<file path="src/rtl/uart_pkg.sv">
`default_nettype none
// ============================================================================
//  Module      : uart_pkg
//  Description : Shared constants, FSM state encoding and helpers for the
//                UART transmitter and its FIFO.
//  Revision    : 1.0 - initial release
// ============================================================================
package uart_pkg;

    // Frame FSM state encoding (2-bit)
    localparam logic [1:0] UART_IDLE  = 2'd0;
    localparam logic [1:0] UART_START = 2'd1;
    localparam logic [1:0] UART_DATA  = 2'd2;
    localparam logic [1:0] UART_STOP  = 2'd3;

    typedef enum logic [1:0] {
        ST_IDLE  = UART_IDLE,
        ST_START = UART_START,
        ST_DATA  = UART_DATA,
        ST_STOP  = UART_STOP
    } uart_state_t;

    // 8N1 framing: start + 8 data + stop
    localparam int UART_DATA_BITS  = 8;
    localparam int UART_FRAME_BITS = 10;

    // Clock cycles per bit; truncating division
    function automatic int uart_div(input int clk_freq, input int baud);
        return clk_freq / baud;
    endfunction

endpackage
`default_nettype wire

</file>
<file path="src/rtl/uart_tx_fifo.sv">
`default_nettype none
// ============================================================================
//  Module      : uart_tx_fifo
//  Description : Small synchronous circular-buffer FIFO with occupancy count.
//                Read data is the combinational head entry.
//  Revision    : 1.0 - initial release
// ============================================================================
module uart_tx_fifo #(
    parameter int DEPTH = 4,
    parameter int WIDTH = 8
) (
    input  logic                     clk,
    input  logic                     reset,      // synchronous, active-low
    input  logic                     i_push,
    input  logic [WIDTH-1:0]         i_data,
    input  logic                     i_pop,
    output logic [WIDTH-1:0]         o_data,
    output logic                     o_full,
    output logic                     o_empty,
    output logic [$clog2(DEPTH):0]   o_count
);

    localparam int c_AW = $clog2(DEPTH);
    localparam int c_CW = c_AW + 1;
    localparam logic [c_AW-1:0] c_PTR_ONE = c_AW'(1);
    localparam logic [c_CW-1:0] c_CNT_ONE = c_CW'(1);
    localparam logic [c_CW-1:0] c_CNT_MAX = c_CW'(DEPTH);

    generate
        if ((DEPTH < 2) || ((DEPTH & (DEPTH - 1)) != 0)) begin : g_depth_check
            $error("uart_tx_fifo: DEPTH must be a power of two and at least 2");
        end
    endgenerate

    logic [WIDTH-1:0] r_mem [DEPTH];
    logic [c_AW-1:0]  r_wr_ptr;
    logic [c_AW-1:0]  r_rd_ptr;
    logic [c_CW-1:0]  r_count;
    logic             w_do_push;
    logic             w_do_pop;

    // Overflow/underflow protection lives here so callers can be simple
    assign w_do_push = i_push && !o_full;
    assign w_do_pop  = i_pop  && !o_empty;

    assign o_full  = (r_count == c_CNT_MAX);
    assign o_empty = (r_count == '0);
    assign o_count = r_count;
    assign o_data  = r_mem[r_rd_ptr];

    // Storage array; contents need no reset because the count guards reads
    always_ff @(posedge clk) begin
        if (w_do_push) begin
            r_mem[r_wr_ptr] <= i_data;
        end
    end

    // Pointers wrap naturally at the power-of-two depth; push+pop keeps count
    always_ff @(posedge clk) begin
        if (!reset) begin
            r_wr_ptr <= '0;
            r_rd_ptr <= '0;
            r_count  <= '0;
        end else begin
            if (w_do_push) begin
                r_wr_ptr <= r_wr_ptr + c_PTR_ONE;
            end
            if (w_do_pop) begin
                r_rd_ptr <= r_rd_ptr + c_PTR_ONE;
            end
            case ({w_do_push, w_do_pop})
                2'b10:   r_count <= r_count + c_CNT_ONE;
                2'b01:   r_count <= r_count - c_CNT_ONE;
                default: r_count <= r_count;
            endcase
        end
    end

endmodule
`default_nettype wire

</file>
<file path="src/rtl/uart_tx.sv">
`default_nettype none
// ============================================================================
//  Module      : uart_tx
//  Description : Buffered 8N1 UART transmitter, LSB first, fixed baud rate.
//                Bytes enter through a valid/ready port into a FIFO and are
//                shifted out back-to-back with no idle gap between frames.
//  Revision    : 1.0 - initial release
// ============================================================================
module uart_tx
    import uart_pkg::*;
#(
    parameter int CLK_FREQ   = 12_000_000,
    parameter int BAUD       = 115_200,
    parameter int FIFO_DEPTH = 4
) (
    input  logic       clk,
    input  logic       reset,      // synchronous, active-low
    input  logic [7:0] wr_data,
    input  logic       wr_valid,
    output logic       wr_ready,
    output logic       busy,
    output logic       txd
);

    localparam int DIV  = uart_div(CLK_FREQ, BAUD);
    localparam int c_BW = (DIV < 2) ? 1 : $clog2(DIV);
    localparam int c_CW = $clog2(FIFO_DEPTH) + 1;
    localparam logic [c_BW-1:0] c_BAUD_LAST = c_BW'(DIV - 1);
    localparam logic [c_BW-1:0] c_BAUD_ONE  = c_BW'(1);
    localparam logic [2:0]      c_LAST_BIT  = 3'(UART_DATA_BITS - 1);

    generate
        if (DIV < 2) begin : g_div_check
            $error("uart_tx: CLK_FREQ/BAUD must be at least 2");
        end
    endgenerate

    uart_state_t      r_state;
    logic [c_BW-1:0]  r_baud;
    logic [2:0]       r_bit_idx;
    logic [7:0]       r_shift;
    logic             r_txd;

    logic             w_bit_end;
    logic             w_pop;
    logic             w_fifo_full;
    logic             w_fifo_empty;
    logic [c_CW-1:0]  w_fifo_count;
    logic [7:0]       w_head;

    uart_tx_fifo #(
        .DEPTH (FIFO_DEPTH),
        .WIDTH (8)
    ) u_fifo (
        .clk     (clk),
        .reset   (reset),
        .i_push  (wr_valid),
        .i_data  (wr_data),
        .i_pop   (w_pop),
        .o_data  (w_head),
        .o_full  (w_fifo_full),
        .o_empty (w_fifo_empty),
        .o_count (w_fifo_count)
    );

    assign w_bit_end = (r_baud == c_BAUD_LAST);

    // Pop when idle, or at the very end of a stop bit so frames chain seamlessly
    assign w_pop = !w_fifo_empty &&
                   ((r_state == ST_IDLE) || ((r_state == ST_STOP) && w_bit_end));

    // Ready looks only at the registered count, never at this cycle's pop
    assign wr_ready = !w_fifo_full;
    assign busy     = (r_state != ST_IDLE) || (w_fifo_count != '0);
    assign txd      = r_txd;

    // Frame FSM: baud counter, bit index, shift register and registered txd
    always_ff @(posedge clk) begin
        if (!reset) begin
            r_state   <= ST_IDLE;
            r_baud    <= '0;
            r_bit_idx <= '0;
            r_shift   <= '0;
            r_txd     <= 1'b1;
        end else begin
            case (r_state)
                ST_IDLE: begin
                    r_txd  <= 1'b1;
                    r_baud <= '0;
                    if (w_pop) begin
                        r_shift <= w_head;
                        r_txd   <= 1'b0;
                        r_state <= ST_START;
                    end
                end
                ST_START: begin
                    if (w_bit_end) begin
                        r_baud    <= '0;
                        r_bit_idx <= '0;
                        r_txd     <= r_shift[0];
                        r_state   <= ST_DATA;
                    end else begin
                        r_baud <= r_baud + c_BAUD_ONE;
                    end
                end
                ST_DATA: begin
                    if (w_bit_end) begin
                        r_baud <= '0;
                        if (r_bit_idx == c_LAST_BIT) begin
                            r_txd   <= 1'b1;
                            r_state <= ST_STOP;
                        end else begin
                            r_shift   <= {1'b0, r_shift[7:1]};
                            r_bit_idx <= r_bit_idx + 3'd1;
                            r_txd     <= r_shift[1];
                        end
                    end else begin
                        r_baud <= r_baud + c_BAUD_ONE;
                    end
                end
                ST_STOP: begin
                    if (w_bit_end) begin
                        r_baud <= '0;
                        if (w_pop) begin
                            r_shift <= w_head;
                            r_txd   <= 1'b0;
                            r_state <= ST_START;
                        end else begin
                            r_state <= ST_IDLE;
                        end
                    end else begin
                        r_baud <= r_baud + c_BAUD_ONE;
                    end
                end
                default: begin
                    r_txd   <= 1'b1;
                    r_state <= ST_IDLE;
                end
            endcase
        end
    end

endmodule
`default_nettype wire
</file>
<file path="config.mk">
export PLATFORM = sky130hd
export DESIGN_NAME = uart_tx
export DESIGN_NICKNAME = d
export VERILOG_FILES = /design/src/rtl/uart_pkg.sv /design/src/rtl/uart_tx_fifo.sv /design/src/rtl/uart_tx.sv
export SDC_FILE = /design/constraint.sdc
export NUM_CORES = 1
export LEC_CHECK = 0
export ABC_AREA = 1
export ABC_CLOCK_PERIOD_IN_PS = 6400
export BUFFER_PORTS_ARGS = -buffer_cell sky130_fd_sc_hd__buf_2
export CORE_ASPECT_RATIO = 0.6
export CORE_UTILIZATION = 65
export CTS_BUF_LIST = sky130_fd_sc_hd__clkbuf_8
export CTS_CLUSTER_DIAMETER = 50
export DETAILED_ROUTE_END_ITERATION = 7
export GPL_TIMING_DRIVEN = 0
export PLACE_DENSITY = 0.84
export SETUP_SLACK_MARGIN = 0.2
export SLEW_MARGIN = 20
export SYNTH_ARGS = -nofsm -noshare
export SYNTH_HDL_FRONTEND = slang
export SYNTH_SLANG_ARGS = --single-unit
export TNS_END_PERCENT = 1
</file>
<file path="constraint.sdc">
create_clock -name clk -period 6.4 [get_ports clk]
set_input_delay 0.96 -clock clk [delete_from_list [all_inputs] [get_ports clk]]
set_output_delay 0.96 -clock clk [all_outputs]
set_load 0.01 [all_outputs]
</file>
==> metrics.txt, run 1 <==
outcome complete, no violations; Tmin final 2360 ps; DP Wirelength 4130 µm; GRT Resource Usage Total 28.6%; drt total wl 5820 µm; crit-path max FO 6; CTS Buffer Depth 2; First-pass DRT Iterations 5; top cells by count, synth 80 x nand2_1, 32 x edfxtp_1, 30 x dfxtp_1, 29 x nand3_1, 28 x inv_1; WP data required 5440 ps; layout cell share with drive strength beyond 1 14.8%; Slew @ Worst Pin 827 ps; CTS tree built; htree depth 3; worst reg-to-reg setup slack 4110 ps; clock slew at reported path FFs 60 ps; num rows 18; Die ar. 0.00474 mm²; final core occ 76.9%; LEAKAGE 1.39 nW; Cell Int Power 0.851 mW; Max-slew headroom 44.7%; FMAX 424 MHz; Core Box Area 0.00419 mm²; HP Class reg2reg; Synth Register Bits 62; area grow syn2layout 11.0%; Die Span Y 53.7 µm; Slew Viols, Final 0; post-CTS resize count 0; synth top area cells edfxtp_1 33%, dfxtp_1 21%, nand2_1 10%; CP Capture Type primary output; Main synth FF type edfxtp_1; global-route wire length before repair 9470 µm; skew final 6.75 ps; most common cell in the netlist nand2_1; Final setup viols 0; initial antenna violation count 0; vias per inst 5.54; IO Count 14; Arr. time, crit path 1400 ps; ANT cells 0; Syn Inst Count 316; share of the synthesized area in the top cell type 33.1%; post-CTS setup repair buffer count 0; sw frac 38.2%; switching power 0.527 mW; clock tree sinks 62; Residual DRC 0; max_cap viols 0; Buffers on Ports 13; final period utilization 36.9%; Final nets 366; Setup TNS 0 ps; Yosys cell types 33; via count 2245; Post-synth EDFFs 32; vias in the first global route 2063; Mapped Area 0.00290 mm²; Comb power frac 38.7%; DRT iter0 DRCs 217; die width 88.2 µm; DR WL/cell 14.4 µm; Worst Setup Start Kind flip-flop; Syn Nets 342; global route total overflow 0; total CTS buffers 9; Placer Congestion 0.817; Hold Buf Count CTS 0; DRT antenna net count 0; largest area contributor in the netlist edfxtp_1; warnings from Yosys 0; RSZ-0062 raised after global routing false; clock share of power 23.3%; sequential-to-total area share from yosys stat 53.8%; sequential power share 38.0%; WS Path Type reg2out; async set-reset flop share out of synthesis 0%; synthesized area per cell 9.18 µm²; Power Dens Cells 428 mW/mm²; root buffer cell clkbuf_8; final hold violation count 0; worst vdd ir 0.310 mV; starting density of the core 69.2%; largest net degree at the start of global routing 11; clk_lat worst skew 340 ps
[worst paths after layout]
| path | start | end | depth (start not counted) |
|---|---|---|---|
| worst max-delay path | r_state[0] | busy | 4 |
| worst max register to register | r_state[0] | u_fifo.o_count[2] | 12 |
| worst min-delay path | r_baud[0] | r_baud[0] | 1 |
| worst min register to register | r_baud[0] | r_baud[0] | 1 |
[layer usage]
| metal | share of wire [%] | GRT usage [%] |
|---|---|---|
| met1 | 45 | 36.1 |
| met2 | 45 | 45.3 |
| met3 | 8.8 | 10.7 |
| met4 | 1.7 | 11.8 |
| met5 | 0 | 0 |
[flip-flops by register name (all words and copies together) (netlist names), named ones only]
signal,cells
r_baud,7
r_bit_idx,3
u_fifo.r_rd_ptr,2
txd,1
r_state,2
u_fifo.r_mem,32
r_shift,8
u_fifo.r_wr_ptr,2
u_fifo.o_count,3
[final cells by class]
type	instances	area, µm²
plain buffers	8	56.3
clock buffers	9	124
inverters	31	116
repair buffers	13	65.1
flip-flops and latches	62	1560
clock inverters	7	56.3
well taps	60	75.1
multi-input cells	215	1170
fillers	306	968
[placed cells by master (no fill, tap or decap), drive strengths merged, types with 2 or more instances in the layout]
cell	count
nor3b	4
ha	14
buf	19
clkbuf	11
o21ai	9
dfxtp	30
or2	7
a21oi	22
xor2	2
nand2	83
a21boi	6
clkinv	6
inv	31
nor2	28
nand3	31
edfxtp	32
nor3	3
[cell families (layout without fill, tap and decap cells)]
group	Yosys count	count (layout)	share of synthesized area [%]
AND/OR/NAND/NOR	158	158	25.1
XOR/XNOR	2	2	0.604
AO/OA/AOI/OAI	40	40	7.81
flip-flops	62	62	53.8
buffers and inverters	39	68	5.95
adder cells (fa/ha/maj)	15	15	6.73
[per-stage QoR]
stage | hold slack, ps | worst slack, ps | power (mW) | cell area [µm²] | instances
finish | 453 | 4040 | 1.38 | 3220 | 405
global placement | 436 | 4010 | 1.02 | 3040 | 389
global route | 480 | 3900 | 1.47 | 3220 | 405
floorplan | 418 | 4200 | 0.922 | 2900 | 316
detailed placement | 443 | 3960 | 1.05 | 3040 | 389
CTS | 452 | 4030 | 1.37 | 3220 | 405
[power by group through the flow]
stage	clock, mW	combinational (mW)	sequential [mW]
final	0.321	0.534	0.524
after floorplan	0	0.399	0.522
after global routing	0.335	0.603	0.533
after detailed placement	0	0.520	0.532
after global placement	0	0.494	0.528
after CTS	0.323	0.528	0.523
[worst max-delay path: stages, from the launching register on]
cell and delay [ps]:
dfxtp_1 440, inv_1 120, ha_1 240, nand4_1 120, buf_2 150
(Power assumes the default switching activity.)
==> run 2: changes to the inputs <==
--- a/config.mk
+++ b/config.mk
@@ -6,15 +6,15 @@
 export NUM_CORES = 1
 export LEC_CHECK = 0
 export ABC_AREA = 1
-export ABC_CLOCK_PERIOD_IN_PS = 6400
+export ABC_CLOCK_PERIOD_IN_PS = 2200
 export BUFFER_PORTS_ARGS = -buffer_cell sky130_fd_sc_hd__buf_2
 export CORE_ASPECT_RATIO = 0.6
-export CORE_UTILIZATION = 65
+export CORE_UTILIZATION = 63
 export CTS_BUF_LIST = sky130_fd_sc_hd__clkbuf_8
 export CTS_CLUSTER_DIAMETER = 50
 export DETAILED_ROUTE_END_ITERATION = 7
 export GPL_TIMING_DRIVEN = 0
-export PLACE_DENSITY = 0.84
+export PLACE_DENSITY = 0.82
 export SETUP_SLACK_MARGIN = 0.2
 export SLEW_MARGIN = 20
 export SYNTH_ARGS = -nofsm -noshare
==> constraint.sdc (replaced) <==
create_clock -name clk -period 2.2 [get_ports clk]
set_input_delay 0.33 -clock clk [delete_from_list [all_inputs] [get_ports clk]]
set_output_delay 0.33 -clock clk [all_outputs]
set_load 0.01 [all_outputs]
==> run 2 against run 1 <==
Net effect:
- sequential cell count stayed put
- die area is 3.1% higher
- cell count is 1.2% higher
- non-clock buffer count is 5 higher
- via count is 0.80% lower
- routed wire length is 0.14% higher
- combinational power grew to 3.2 times the previous value
==> metrics.txt, run 2 (synthesized netlist as in run 1, its figures left out) <==
global-route wire length before repair 9050 µm (was 9470 µm); Reg-to-Reg End u_fifo.o_count[2] (unchanged); skew final 3.81 ps (was 6.75 ps); Slew @ Worst Pin 817 ps (was 827 ps); RSZ-0062 raised after global routing true (was false); most common cell after layout, fill and taps aside nand2_1 (unchanged); Placement Cell Area 0.00304 mm² (about the same); num rows 18 (unchanged); layout cell share with drive strength beyond 1 19.7% (was 14.8%); CTS tree built (unchanged); max FFs per register 32 (unchanged); Hold Buf Count CTS 0 (unchanged); final hold violation count 0 (unchanged); WP data required 2480 ps (was 5440 ps); Final nets 371 (was 366); total CTS buffers 9 (unchanged); crit-path max FO 3 (was 6); DP Wirelength 4040 µm (was 4130 µm); area grow syn2layout 15.9% (was 11.0%); initial antenna violation count 0 (unchanged); M1 WL 2650 µm (was 2600 µm); largest net degree at the start of global routing 11 (unchanged); final core occ 79.0% (was 76.9%); ANT cells 0 (unchanged); worst slack, placed -35.2 ps (was 3960 ps); die width 89.6 µm (was 88.2 µm); DP Cell Count 389 (unchanged); worst reg-to-reg setup slack 190 ps (was 4110 ps); DR WL/cell 14.2 µm (was 14.4 µm); Hold Path End u_fifo.r_mem[1][2] (was r_baud[0]); Slew Viols, Final 0 (unchanged); clock tree sinks 62 (unchanged); Worst Reg2Reg Path Length in Cells 13 (was 12); design area 0.00336 mm² (was 0.00322 mm²); Die Span Y 54.6 µm (was 53.7 µm); wire length on met3 570 µm (was 512 µm); global route total overflow 0 (unchanged); Buffers on Ports 13 (unchanged); Largest regs u_fifo.r_mem x32, r_shift x8, r_baud x7 (unchanged); via count 2227 (was 2245); htree depth 3 (unchanged); clk_lat worst skew 340 ps (about the same); LEAKAGE 1.43 nW (was 1.39 nW); Final setup viols 0 (unchanged); starting density of the core 68.1% (was 69.2%); Tmin final 2010 ps; DRT antenna net count 0 (unchanged); Hold Startpoint wr_data[2] (was r_baud[0]); final setup margin 193 ps (was 4040 ps); Residual DRC 0 (unchanged); outcome complete, no violations (unchanged); reg2reg start r_baud[0] (was r_state[0]); GRT Resource Usage Total 26.9% (was 28.6%); FMAX 498 MHz; worst vdd ir 0.938 mV (was 0.310 mV); CTS Buffer Depth 2 (unchanged); hold path cells 1 (unchanged); max layer used met4 (unchanged); WS Path Type reg2reg (was reg2out); First-pass DRT Iterations 6 (was 5); Worst Setup Start Kind flip-flop (unchanged); CP Capture Type flip-flop (was primary output); root buffer cell clkbuf_8 (unchanged); vias per inst 5.43 (was 5.54); most frequent cells in the layout 79 x nand2_1, 32 x edfxtp_1, 29 x nand3_1, 27 x dfxtp_1, 26 x inv_1 (was 80 x nand2_1, 32 x edfxtp_1, 30 x dfxtp_1, 29 x inv_1, 29 x nand3_1); max_cap viols 0 (unchanged); final period utilization 91.2%; Core Box Area 0.00426 mm² (was 0.00419 mm²); fin cells 410 (was 405); HP Class in2reg (was reg2reg); Power Dens Cells 1290 mW/mm² (was 428 mW/mm²); Setup TNS 0 ps (unchanged); Arr. time, crit path 2280 ps (was 1400 ps); clock slew at reported path FFs 70 ps (was 60 ps); DRT iter0 DRCs 269 (was 217); drt total wl 5830 µm (was 5820 µm); Placer Congestion 0.836 (was 0.817); Max-slew headroom 45.3% (was 44.7%); Die ar. 0.00489 mm² (was 0.00474 mm²); largest register by flop count u_fifo.r_mem (unchanged); vias in the first global route 1949 (was 2063); met2 routed WL 2530 µm (was 2600 µm); IO Count 14 (unchanged)
-- run 2: changes by cell type in the layout (fill, tap and decap cells not counted), sizes merged --
cell and delta:
clkbuf +1, buf +5, bufinv +1, clkinv -2
-- run 2: stage by stage --
step / hold WS (ps) / total power, mW
after global routing: 193 / 4.62
final: 198 / 4.33
after global placement: 439 / 2.99
after detailed placement: 454 / 3.06
after CTS: 194 / 4.19
after floorplan: 420 / 2.68
-- run 2: repair_timing --
action,in CTS,in global routing
cloned,0,0
buffers inserted,2,3
setup endpoints to repair,2,13
hold endpoints to repair,0,0
pin swaps,1,5
resized for setup,8,11
-- run 2: cell type report --
type                       count  area [µm²]
buffer                         8        56.3
inverter                      31         119
clock buffer                  10         138
sequential                    62        1570
tap                           60        75.1
clock inverter                 6        76.3
fill                         278         895
multi-input combinational    215        1220
timing repair buffer          18         103
-- run 2: worst max path at each step --
stage,from,endpoint,slack [ps],depth (start not counted)
4_1_cts,r_state[0],u_fifo.o_count[2],170,11
2_1_floorplan,r_state[0],u_fifo.o_count[2],200,11
5_1_grt,r_baud[0],u_fifo.o_count[2],100,13
3_3_place_gp,r_state[0],u_fifo.o_count[2],60,12
6_report,r_baud[0],u_fifo.o_count[2],190,13
3_5_place_dp,r_state[1],u_fifo.o_count[2],-40,12
-- run 2: worst max-delay path: stages (launching register included) --
cell and delay [ps]:
dfxtp_4 350, ha_4 170, nand3_4 80, nor2_4 40
nand2_1 60, nand2_2 80, nand2_4 80, inv_4 50
ha_4 160, fa_2 380, a21oi_2 160, o21a_1 160
o21ai_1 60, a21oi_1 110
-- run 2: metal layers --
layer,vias up,global-route usage [%]
li1,1104,-
met1,1018,36.1
met2,94,41.3
met3,11,9.50
met4,0,8.73
met5,-,0
-- run 2: where the power goes --
part / leakage (nW) / internal [mW] / switching (mW)
sequential: 0.542 / 1.42 / 0.115
combinational: 0.772 / 0.667 / 1.05
clock: 0.113 / 0.655 / 0.425
